File: config.mk
export PLATFORM = sky130hd
export DESIGN_NAME = regfile_dump_reader
export DESIGN_NICKNAME = d
export VERILOG_FILES = /design/src/rtl/regfile_dump_reader.sv
export SDC_FILE = /design/constraint.sdc
export NUM_CORES = 1
export LEC_CHECK = 0
export BUFFER_PORTS_ARGS = -buffer_cell sky130_fd_sc_hd__buf_2
export CAP_MARGIN = 20
export CORE_MARGIN = 3
export CORE_UTILIZATION = 50
export DETAILED_ROUTE_END_ITERATION = 8
export PLACE_DENSITY = 0.81
export SETUP_SLACK_MARGIN = 0.2
export SYNTH_ARGS = -nofsm -noshare
export SYNTH_HDL_FRONTEND = slang
export SYNTH_SLANG_ARGS = --single-unit
File: constraint.sdc
create_clock -name Clk -period 4.8 [get_ports Clk]
set_input_delay 0.96 -clock Clk [delete_from_list [all_inputs] [get_ports Clk]]
set_output_delay 0.96 -clock Clk [all_outputs]
set_load 0.1 [all_outputs]
File: src/rtl/regfile_dump_reader.sv
// regfile_dump_reader: debug readout engine. It walks every register through the
// register file's debug read port and streams each value, then a checksum beat.
`default_nettype none

module regfile_dump_reader #(
  parameter int W = 8,
  parameter int A = 3
) (
  input  logic         Clk,
  input  logic         ResetN,
  input  logic         Start,
  input  logic         Halted,
  input  logic         Abort,
  output logic [A-1:0] RdAddr,
  input  logic [W-1:0] RdData,
  output logic [W-1:0] OutData,
  output logic [A-1:0] OutAddr,
  output logic         OutValid,
  input  logic         OutReady,
  output logic         OutLast,
  output logic         Busy,
  output logic         Done
);

  typedef enum logic [2:0] {
    S_IDLE  = 3'd0,
    S_FETCH = 3'd1,
    S_SEND  = 3'd2,
    S_CSUM  = 3'd3,
    S_DONE  = 3'd4
  } state_e;

  localparam logic [A-1:0] LAST_IDX = {A{1'b1}};

  state_e         state_q, state_d;
  logic [A-1:0]   idx_q, idx_d;
  logic [W-1:0]   sum_q, sum_d;
  logic [W-1:0]   data_q, data_d;
  logic [A-1:0]   addr_q, addr_d;
  logic           valid_q, valid_d;
  logic           last_q, last_d;
  logic           hs;

  always_ff @(posedge Clk) begin
    if (!ResetN) begin
      state_q <= S_IDLE;
      idx_q   <= '0;
      sum_q   <= '0;
      data_q  <= '0;
      addr_q  <= '0;
      valid_q <= 1'b0;
      last_q  <= 1'b0;
    end else begin
      state_q <= state_d;
      idx_q   <= idx_d;
      sum_q   <= sum_d;
      data_q  <= data_d;
      addr_q  <= addr_d;
      valid_q <= valid_d;
      last_q  <= last_d;
    end
  end

  assign hs = valid_q & OutReady;

  always_comb begin
    state_d = state_q;
    idx_d   = idx_q;
    sum_d   = sum_q;
    data_d  = data_q;
    addr_d  = addr_q;
    valid_d = valid_q;
    last_d  = last_q;

    case (state_q)
      S_IDLE: begin
        if (Start && Halted) begin
          idx_d   = '0;
          sum_d   = '0;
          state_d = S_FETCH;
        end
      end
      S_FETCH: begin
        data_d  = RdData;
        addr_d  = idx_q;
        sum_d   = sum_q + RdData;
        valid_d = 1'b1;
        state_d = S_SEND;
      end
      S_SEND: begin
        if (hs) begin
          if (idx_q == LAST_IDX) begin
            // checksum beat reuses the held valid, no bubble before it
            data_d  = sum_q;
            addr_d  = '0;
            last_d  = 1'b1;
            state_d = S_CSUM;
          end else begin
            idx_d   = idx_q + A'(1);
            valid_d = 1'b0;
            state_d = S_FETCH;
          end
        end
      end
      S_CSUM: begin
        if (hs) begin
          valid_d = 1'b0;
          last_d  = 1'b0;
          state_d = S_DONE;
        end
      end
      S_DONE: begin
        state_d = S_IDLE;
      end
      default: begin
        state_d = S_IDLE;
      end
    endcase

    // Abort beats any handshake in the same cycle
    if (Abort && (state_q != S_IDLE)) begin
      state_d = S_IDLE;
      idx_d   = '0;
      sum_d   = '0;
      valid_d = 1'b0;
      last_d  = 1'b0;
    end
  end

  assign RdAddr   = (state_q == S_FETCH) ? idx_q : '0;
  assign OutData  = data_q;
  assign OutAddr  = addr_q;
  assign OutValid = valid_q;
  assign OutLast  = last_q;
  assign Busy     = (state_q != S_IDLE);
  assign Done     = (state_q == S_DONE);

endmodule

`default_nettype wire

* Yosys cells after proc, flatten, opt, wreduce, memory -nomap -nowiden *
Cells that the tools add are included.

word-level totals
  flip-flop bits (word level) = 27
  input bits = 14
  memory bits (read-only) = 0
  RAM bits = 0
  logic and storage cells = 62
  bits in latches = 0
  output and inout port bits = 18
  memories = 0

operators by class
  bitwise gates (word level) = 2
  $mul = 0
  reductions and logical operators = 16
  equality and inequality tests = 10
  mux-type cells = 25
  shift operators = 0
  $add $sub $neg = 2
  order comparisons = 0
  divide/modulo/power cells = 0

operators with widths
  operator             count
  $pmux 8 s2           2
  $mux 3               9
  $mux 8               3
  $pmux 3 s2           2
  $pmux 3 s4           1
  $reduce_and 4->1     3
  $ne 2x2->1 const B   5
  $add 8x8->8          1
  $reduce_bool 2->1    4
  $eq 3x2->1 const B   2
  $eq 3x3->1 const B   2
  $reduce_and 3->1     2
  $reduce_bool 3->1    2
  $mux 1               5
  $add 3x1->3 const B  1
  $eq 3x1->1 const B   1
  $logic_not 3->1      1
  $pmux 1 s3           1
  $logic_and 1x1->1    2
  $mux 2               1
  $pmux 1 s2           1
  $reduce_and 2->1     1
  $reduce_or 2->1      1
  $and 1x1->1          1
  $not 1->1            1

* Depth between registers and ports, before layout *
  word-level depth = 4
  mapped depth = 8
  mapped depth without buffers = 7

* Worst setup path before layout *
OpenSTA, ideal clock, no wires.

  path kind = register to output
  start = register state_q[2]
  end = output Done
  cell stages (with the launch flop) = 4
  data arrival time = 2612 ps
  path slack = 1228 ps
  data required time = 3840 ps
  cell sequence = dfxtp_1 > buf_2 > inv_1 > nor3_1

on the way
  cells in the longest elaborated chain, start to end = 1

ends and longest elaborated chain
  item                    RTL line  RTL
  from (decl)             35        state_e state_q, state_d;
  from (signal assigned)  54        state_q <= state_d;
  $eq 3x3->1              136       assign Done = (state_q == S_DONE);
  to (decl)               22        output logic Done

Every way passes these cells.

* Final worst setup path *
  start = register state_q[0]
  end = output RdAddr[2]

on the way
  cells in the longest elaborated chain, start to end = 2

ends and longest elaborated chain
  item        RTL line  RTL
  $eq 3x1->1  130       assign RdAddr = (state_q == S_FETCH) ? idx_q : '0;
  $mux 3      130
  to (decl)   14        output logic [A-1:0] RdAddr,

Every way passes these cells.

==> run summary <==
Synth top area cells -> dfxtp_1 (35%), ha_1 (7.2%), mux2i_1 (5.1%)
WP buf/inv -> 2
Fmax -> 289 MHz
LEAKAGE -> 0.797 nW
Hold Path Stages -> 2
Final worst path period need -> 3.46 ns
Setup violators final -> 0
Yosys warns -> 0
Worst-Margin Slew -> 0.748 ns
IO buf count -> 31
Ports -> 32
Initial Util -> 54.5%
Register area share after synthesis -> 34.8%
Worst Hold End -> sum_q[4]
Clock Root Buffer -> clkbuf_4
RSZ-0062 raised after global routing -> false
Grt met3 use -> 2.69%
Syn_nets -> 194
Most frequent cells in the layout -> buf_2 (31), dfxtp_1 (27), nand2_1 (18)
Largest net degree at the start of global routing -> 17
Post-synth top area cell -> dfxtp_1
Htree depth -> 1
Clk_skew -> 0.00149 ns
Hpwl dp -> 2430 µm
Post-route DRC -> 0
N_diodes -> 0
Final ANT Viol Nets -> 0
Crit start category -> register
Syn Area/Cell -> 9.15 µm²
Area share of the largest cell type after synthesis -> 34.8%
Crit. End Element -> output pin
TNS Setup -> 0 ns
Die area -> 3820 µm²
Met2 usage -> 33.0%
Critical path peak fanout -> 13
CTS Sinks -> 27
Drt total wl -> 3200 µm
CP Class -> register to output pin
Hold_buf cts -> 0
PD cells -> 269 nW/µm²
CP cell instances -> nor3b_1 -> clkbuf_2 -> and2_1 -> buf_2
Num CTS Buffers -> 3
Slew headroom -> 50.1%
Final instance area -> 1720 µm²
Ys async rst share -> 0%
Area grow syn2layout -> 10.6%
Routability congestion estimate -> 0.815
GRT busiest layer -> met2
Clock tree from TritonCTS -> built
First drt pass iteration count -> 4
Hold Path Class -> register to register
DRT iter0 DRCs -> 49
Clk buf depth -> 2
Peak supply drop -> 0.115 mV
Mapped Area -> 1560 µm²
Die height -> 61.8 µm
Final Cycle Share -> 72.1%
WP data required -> 3.84 ns
Worst endpoint data arrival time -> 2.50 ns
FP Rows -> 19
Worst stage delay on the critical path -> 0.66 ns
Status -> finished, final reports clean
Avg WL per Cell -> 14.0 µm
Register-to-register setup slack -> 2.68 ns
GRT met1 Usage -> 22.6%
Yosys cell types -> 42
Critical path's slowest cell -> dfxtp_1
Commonest non-fill, non-tap cell in the layout -> buf_2
Number of global-route vias before repair -> 1,240
Via count -> 1,312
Top FF cell, synth -> dfxtp_1
Hold Path Origin -> sum_q[4]
Reg2Reg Depth -> 7
Layout cells sized above 1 -> 25.3%
Reg clk slew, reported paths -> 0.14 ns
EDFF count, synth -> 0
Syn Inst Count -> 170
#FFs+latches synth -> 27
CTS resizes -> 0
Initial antenna violation count -> 0
Core area -> 2850 µm²
Die Width -> 61.8 µm
Final Hold Fails -> 0
Post-DR vias/cell -> 5.73
# nets final -> 223
Total GRT Usage -> 18.5%
Clk_lat worst skew -> 0.31 ns
First-pass GRT wire length -> 5340 µm
RR Startpoint -> idx_q[0]
Max-cap violations -> 0
Total grt overflow -> 0
Worst R2R End -> OutData[7]
Dpl cell area -> 1690 µm²
Worst path top cell family by delay -> simple AND/OR/NAND/NOR gates
Post-CTS setup buffer count -> 0
Slew Limit Fails -> 0
==> state kept, by name, indices dropped and copies added (netlist names) <==
name / cells
OutAddr: 3
OutValid: 1
OutLast: 1
OutData: 8
state_q: 3
idx_q: 3
sum_q: 8
==> through the flow <==
stage	utilization, %	setup slack (ns)	total power (W)	hold WS [ns]	instances
4_1_cts	60.1	1.17	0.000465	0.492	228
3_3_place_gp	59.2	1.64	0.000367	0.464	224
3_5_place_dp	59.2	1.54	0.000370	0.473	224
6_report	60.3	1.34	0.000463	0.489	229
2_1_floorplan	-	1.23	0.000349	0.442	170
5_1_grt	60.3	1.20	0.000485	0.537	229
==> how the worst max path moves through the flow <==
stage / startpoint / to / slack [ns] / cells past startpoint
6_report: state_q[0] / RdAddr[2] / 1.34 / 4
5_1_grt: state_q[0] / RdAddr[2] / 1.20 / 4
4_1_cts: state_q[0] / RdAddr[2] / 1.17 / 3
3_5_place_dp: state_q[0] / RdAddr[2] / 1.54 / 3
3_3_place_gp: state_q[0] / RdAddr[1] / 1.64 / 3
2_1_floorplan: state_q[2] / Done / 1.23 / 3
==> synthesized netlist by cell type (all sizes together) (2+ instances only) <==
cell	number
nor2	13
a22oi	3
nand2b	3
or3	2
xnor2	4
nand4	3
a21o	3
and2	3
nand2	22
xor2	2
nor2b	4
buf	7
o21bai	2
nor3b	2
o22ai	4
o21ai	6
o211a	8
mux2i	8
nor3	5
a21oi	16
ha	9
dfxtp	27
a211oi	5
==> final cells by class <==
type	count	area, µm²
Sequential cell	27	541
Clock buffer	4	26.3
Fill cell	253	1130
Multi-Input combinational cell	134	951
Timing Repair Buffer	32	160
Tap cell	31	38.8
Inverter	1	3.75
==> power by group <==
part | switching, W | internal, W
combinational | 0.0000872 | 0.0000365
sequential | 0.00000967 | 0.000233
clock | 0.0000648 | 0.0000325
==> kinds of logic (layout without fill, tap and decap cells) <==
group | Yosys count | after routing | share of synthesized area (%)
compound gates | 50 | 50 | 23.0
xor+xnor | 6 | 6 | 3.38
fa+ha+maj | 10 | 10 | 8.53
buf+inv | 9 | 37 | 4.10
flops | 27 | 27 | 34.8
mux | 8 | 8 | 5.15
simple gates | 60 | 60 | 21.1
==> layer usage <==
| layer | vias up | part of all wire (%) |
|---|---|---|
| met1 | 607 | 45 |
| met4 | 0 | 0.84 |
| met3 | 4 | 3.2 |
| met2 | 26 | 51 |
| met5 | - | 0 |
| li1 | 675 | - |
==> worst register-to-register path, delay by kind of cell (launching register included) <==
family                     cells  cell delay, ns
adders and majority gates      2            0.34
and+or+nand+nor                3            0.50
DFF                            1            0.40
AOI/OAI and AO/OA              2            0.80
Power figures use the tool's default switching activity.
